[src/rtl/sr_flag_arbiter.sv]
// sr_flag_arbiter: round-robin access to a shared bank of master-slave SR flags.
// Ports: clk, rst_n, req/req_s/req_r/req_idx in; gnt, busy, conflict, q, q_bar out.
module sr_flag_arbiter #(
  parameter int NUM_REQ   = 4,
  parameter int NUM_FLAGS = 8,
  parameter int IDX_W     = 3
) (
  input  logic                     clk,
  input  logic                     rst_n,
  input  logic [NUM_REQ-1:0]       req,
  input  logic [NUM_REQ-1:0]       req_s,
  input  logic [NUM_REQ-1:0]       req_r,
  input  logic [NUM_REQ*IDX_W-1:0] req_idx,
  output logic [NUM_REQ-1:0]       gnt,
  output logic                     busy,
  output logic                     conflict,
  output logic [NUM_FLAGS-1:0]     q,
  output logic [NUM_FLAGS-1:0]     q_bar
);

  localparam int PTR_W = $clog2(NUM_REQ);

  typedef enum logic [1:0] {
    IDLE,
    CAPTURE,
    COMMIT
  } state_t;

  state_t state_q;
  state_t state_d;

  logic [PTR_W-1:0]     rr_ptr;
  logic [PTR_W-1:0]     win_id;
  logic [PTR_W-1:0]     win_sel;
  logic                 win_found;
  logic                 win_s;
  logic                 win_r;
  logic [IDX_W-1:0]     win_idx;
  logic                 lat_s;
  logic                 lat_r;
  logic [IDX_W-1:0]     lat_idx;
  logic                 master;
  logic                 master_d;
  logic                 cur_bit;
  logic [NUM_FLAGS-1:0] wr_mask;

  // Scan upward from rr_ptr, wrapping, and take the first live request.
  always_comb begin
    int k;
    k         = 0;
    win_found = 1'b0;
    win_sel   = '0;
    win_s     = 1'b0;
    win_r     = 1'b0;
    win_idx   = '0;
    for (int i = 0; i < NUM_REQ; i++) begin
      k = int'(rr_ptr) + i;
      if (k >= NUM_REQ) k = k - NUM_REQ;
      if (!win_found && req[k]) begin
        win_found = 1'b1;
        win_sel   = PTR_W'(k);
        win_s     = req_s[k];
        win_r     = req_r[k];
        win_idx   = req_idx[k*IDX_W +: IDX_W];
      end
    end
  end

  // An out-of-range index decodes to an empty mask, so nothing is written.
  always_comb begin
    wr_mask = '0;
    for (int f = 0; f < NUM_FLAGS; f++) begin
      wr_mask[f] = (int'(lat_idx) == f);
    end
  end

  assign cur_bit = |(q & wr_mask);

  always_comb begin
    master_d = cur_bit;
    unique case (1'b1)
      (lat_s & ~lat_r): master_d = 1'b1;
      (~lat_s & lat_r): master_d = 1'b0;
      default:          master_d = cur_bit;
    endcase
  end

  always_comb begin
    state_d = state_q;
    unique case (state_q)
      IDLE:    if (|req) state_d = CAPTURE;
      CAPTURE: state_d = COMMIT;
      COMMIT:  state_d = IDLE;
      default: state_d = IDLE;
    endcase
  end

  always_ff @(posedge clk or negedge rst_n) begin
    if (!rst_n) state_q <= IDLE;
    else        state_q <= state_d;
  end

  always_ff @(posedge clk or negedge rst_n) begin
    if (!rst_n) begin
      gnt      <= '0;
      conflict <= 1'b0;
      q        <= '0;
      rr_ptr   <= '0;
      win_id   <= '0;
      lat_s    <= 1'b0;
      lat_r    <= 1'b0;
      lat_idx  <= '0;
      master   <= 1'b0;
    end else begin
      unique case (state_q)
        IDLE: begin
          gnt <= '0;
          if (win_found) begin
            win_id  <= win_sel;
            lat_s   <= win_s;
            lat_r   <= win_r;
            lat_idx <= win_idx;
            gnt     <= NUM_REQ'(1) << win_sel;
          end
        end
        CAPTURE: begin
          gnt      <= '0;
          master   <= master_d;
          conflict <= lat_s & lat_r;
        end
        COMMIT: begin
          q        <= (q & ~wr_mask)
                    | ({NUM_FLAGS{master}} & wr_mask);
          conflict <= 1'b0;
          rr_ptr   <= (win_id == PTR_W'(NUM_REQ-1))
                    ? '0 : win_id + PTR_W'(1);
        end
        default: gnt <= '0;
      endcase
    end
  end

  assign busy  = (state_q != IDLE);
  assign q_bar = ~q;

endmodule
[config.mk]
export PLATFORM = sky130hd
export DESIGN_NAME = sr_flag_arbiter
export DESIGN_NICKNAME = d
export VERILOG_FILES = /design/src/rtl/sr_flag_arbiter.sv
export SDC_FILE = /design/constraint.sdc
export NUM_CORES = 1
export LEC_CHECK = 0
export BUFFER_PORTS_ARGS = -buffer_cell sky130_fd_sc_hd__buf_4
export CAP_MARGIN = 20
export CORE_AREA = 8 8 90 92
export DETAILED_ROUTE_END_ITERATION = 12
export DIE_AREA = 0 0 98 100
export HOLD_SLACK_MARGIN = 0.02
export PLACE_DENSITY = 0.63
export SLEW_MARGIN = 20
export SYNTH_ARGS = -nofsm -noshare
export SYNTH_HDL_FRONTEND = slang
export SYNTH_SLANG_ARGS = --single-unit
[constraint.sdc]
create_clock -name clk -period 4.9 [get_ports clk]
set_clock_uncertainty 0.15 [all_clocks]
set_input_delay 0.49 -clock clk [delete_from_list [all_inputs] [get_ports clk]]
set_output_delay 0.49 -clock clk [all_outputs]
set_load 0.03 [all_outputs]
Word level (Yosys, flattened, before mapping):

Index checks and enable logic that the tools add are counted.

* flip-flop bits (word level): 25
* output and inout bits: 22
* word-level logic and storage cells: 137

* add/subtract/negate cells: 8
* multipliers: 4
* order comparisons: 8
* equal/unequal tests: 11
* shift-type cells: 5
* muxes and demuxes: 67
* bitwise logic cells: 11
* reduce and logical (&&, ||, !) cells: 13

Operators by type and width (number)
* 32-bit by 4-bit < comparator with 1-bit output (second input constant): 4
* 32-bit by 3-bit multiplier with 32-bit output (second input constant): 4
* 32-bit two-way mux: 4
* 12-bit by 32-bit indexed part select with 3-bit output: 4
* 1-bit two-way mux: 36
* 8-bit AND: 3
* 1-bit binary-select mux with 2-bit select: 12
* 8-bit inverter: 2
* 3-bit == test (second input constant): 4
* 2-bit two-way mux: 6
* 3-bit two-way mux: 4
* 3-bit by 3-bit subtractor with 4-bit output (second input constant): 3
* 3-bit greater-or-equal comparator (second input constant): 3
* 8-bit OR: 1
* 4-bit case mux with 2 select lines: 1
* 8-bit OR reduction: 1
* 2-bit by 2-bit adder with 3-bit output (second input constant): 2
* 3-bit by 2-bit == test with 1-bit output (second input constant): 2
* 2-bit == test (second input constant): 2
* 4-bit two-way mux: 1
* 1-bit case mux with 2 select lines: 2
* 2-bit case mux with 2 select lines: 1
* 2-bit nonzero test: 2
* 4-bit OR reduction: 1
* 15 further kinds: 22

Longest topological paths before layout:

* word-level depth: 18
* gate-level depth with buffers: 15

Least setup slack after synthesis:

OpenSTA, ideal clock, no wires.

* kind: register -> register
* start: register rr_ptr[0]
* end: register lat_idx[0]
* setup time: 127 ps
* arrival time: 3019 ps
* required time: 4623 ps
* path slack: 1605 ps
* cell stages (with the launch flop): 12
* buffers on the path: 3
* clock period less this slack: 3295 ps
* cells stage by stage: dfrtp_1 > buf_2 > inv_1 > clkbuf_1 > ha_1 > buf_6 > mux4_2 > or3_4 > o21ai_4 > nor3_1 > a22oi_1 > o21ai_1

* longest elaborated chain between the ends: 16

RTL lines
* start, declared: line 32 `logic [PTR_W-1:0] rr_ptr;`
* start signal, assigned: line 135 `rr_ptr <= (win_id == PTR_W'(NUM_REQ-1))`
* parallel branches: the longest is 16 deep, another holds 32-bit by 3-bit multiplier with 32-bit output
* end signal, assigned: line 122 `lat_idx <= win_idx;`
* end, declared: line 41 `logic [IDX_W-1:0] lat_idx;`

Parallel ways; which one is timed is not known. The select of a mux whose other input is x is not followed.
A chain may end at the register's enable or synchronous reset.

Final worst setup path:

* start: register rr_ptr[0]
* end: register lat_idx[1]

Same word-level chain as after synthesis.

==> metrics <==
Die H 100 um; Critical Path Source Type flip-flop; root buffer cell clkbuf_8; Hold EP gnt[1]; FP Rows 30; port bufs 47; Slew headroom about half; hold slack final 0.349 ns; setup bufs post-CTS 0; reg2reg start rr_ptr[0]; CTS max path bufs 2; Area contributors post-synth dfrtp_1 22%, mux4_2 13%, ha_1 6.5%; Post-Synthesis Cells between 300 and 400; worst hold path class reg2reg; number of synthesized flops with an enable pin 0; die width 98 um; DRC 0; Tot GR Track Use 16.6%; CTS buffer count 3; Die ar. about 10000 sq um; flop-to-flop setup slack ~1.5 ns; largest area contributor in the netlist dfrtp_1; first-pass GRT wire length about 14 mm; Final Non-Filler Cells 467; met1 usage 22.9%; core area 6640 sq um; Synth Flop Type dfrtp_1; Post-DP Area 3280 sq um; met3 usage 2.49%; CTS tree built; Synth top area share between 20% and 30%; status complete, no violations; largest net degree at the start of global routing 46; Initial Util 43.6%; Detailed Route Iter0 Violations 181; Peak Freq 291 MHz; share of post-route cells with drive strength above 1 22.0%; most frequent cell after synthesis nand2_1; HPWL Detailed between 6 and 7 mm; Pleak 1.40 nW; net count after synthesis 394; max_cap viols 0; hold depth 2; final net count 429; 1st-pass router iterations 5; Warnings, synthesis 0; DR WL/cell 17.7 um; RSZ-0062 raised after global routing false; setup TNS 0 ns; final period utilization 70.2%; Final Hold Fails 0; placer congestion estimate 0.928; global route overflow 0; most frequent cells after synthesis 46 x nand2_1, 25 x dfrtp_1, 24 x o21ai_0; initial antenna violation count 0; clk slew on worst S/H paths 0.10 ns; register area share after synthesis 21.6%; reg-to-reg endpoint lat_idx[1]; PostCTS Resize Cnt 0; final wirelength 8.29 mm; vias in the first global route 2674; detailed-route via count 2878; Sink Count 25; synth unique cells 54; final setup violation count 0; crit end category flip-flop; HP Start gnt[1]; Clk Latency, worst-skew pair between 0.2 and 0.3 ns; IO Pins 48; ANT cells 0; number of H-tree levels 1; Slew Limit Fails 0; R2R depth 11; WS Path Type reg2reg; ys async rst share between 90% and 100%; Worst VDD drop ~290 uV; PnR Total Power between 0.002 and 0.003 W; Seq cells post-synth 25; fin crit period around 3.4 ns; placed insts ~460; met2 Track Usage GR between 20% and 30%; Max Fanout on Critical Path 45; Power Density 780 nW/um^2; cts hold-fix bufs 1; Finished Cell Area 3330 sq um; WP data required 4.90 ns; Post-DRT Antenna Nets 0; via/cell ratio 6.16; Post-Syn Area 2890 sq um; Mapped Avg Cell Area 8.20 sq um; area grow syn2layout 15.2%; worst slew pin tran 0.752 ns; Most Used Layer, Global Route met2; arrival time at the worst endpoint approximately 3.4 ns
logic make-up after synthesis:
logic type,count (synthesis),synth area share [%]
AND/OR/NAND/NOR,135,22.4
flip-flops,25,21.6
multiplexers,41,21.9
other,1,0.130
buffers and inverters,43,6.05
XOR/XNOR,1,0.303
adder cells (fa/ha/maj),15,6.49
AO/OA/AOI/OAI,92,21.2
cell usage in the layout, fill, tap and decap left out, types with 2 or more instances in the layout:
cell type  netlist  routed
and3_1           2       2
inv_1           22      22
o21ai_0         24      24
a211oi_1         5       5
nand2_1         46      46
nand4b_1         3       3
nor2_1          23      23
buf_4            0      49
nand3b_1         2       2
o21ai_1          2       2
ha_1            15      15
a31oi_1          9       9
a2111oi_0        2       2
mux2_2           8       8
nand2b_1         9       9
o31ai_1          3       3
nor2b_1          9       9
mux2i_1         16      16
nand3_1         22      22
a22o_1           3       3
nor3b_1          2       2
o22ai_1          2       2
nor3_1          12      12
clkbuf_8         0       3
dfrtp_1         25      24
a22oi_1          2       2
a221o_1          2       2
mux4_2          17      17
a21oi_1         15      15
o211ai_1         9       9
report_power, final:
group	leakage (nW)	total, W	switching [W]	internal (W)
combinational	1.06	0.00204	0.00123	0.000811
sequential	0.315	0.000433	0.000132	0.000301
clock	0.0217	0.000132	0.0000739	0.0000578
total	1.40	0.00260	0.00143	0.00117
worst max-delay path, cell delays in order, from the launching register on:
cell,delay (ns)
dfrtp_2,0.56
inv_1,0.30
ha_1,0.42
buf_4,0.44
inv_1,0.21
and3_1,0.22
ha_1,0.26
nor2_1,0.05
o21ai_0,0.30
a31oi_1,0.08
o32ai_1,0.25
a21oi_1,0.07
stage by stage:
step           worst slack, ns  utilization [%]
2_1_floorplan             1.60                -
3_3_place_gp              1.65             49.3
3_5_place_dp              1.53             49.3
4_1_cts                   1.51             50.2
5_1_grt                   1.13             50.2
6_report                  1.46             50.2
layout make-up:
type	instances	area (sq um)
clock inverter	1	7.51
sequential	25	627
clock buffer	3	41.3
fill	674	3310
multi-input combinational	285	2090
timing repair buffer	50	378
tap	80	100
inverter	23	87.6
how the worst max path moves through the flow:
stage / start / endpoint / slack (ns) / depth (start not counted)
2_1_floorplan: rr_ptr[0] / lat_idx[0] / 1.60 / 11
3_3_place_gp: rr_ptr[1] / lat_idx[2] / 1.65 / 11
3_5_place_dp: rr_ptr[0] / lat_idx[2] / 1.53 / 11
4_1_cts: rr_ptr[0] / lat_idx[2] / 1.51 / 11
5_1_grt: rr_ptr[0] / lat_idx[2] / 1.13 / 11
6_report: rr_ptr[0] / lat_idx[1] / 1.46 / 11
metal layers:
layer / wire, um / share of wire, % / up-vias
met5: 0 / 0 / -
met4: 148 / 1.8 / 0
met3: 553 / 6.7 / 15
met2: 3720 / 45 / 141
met1: 3860 / 47 / 1338
li1: - / - / 1384
(Power assumes the default switching activity.)
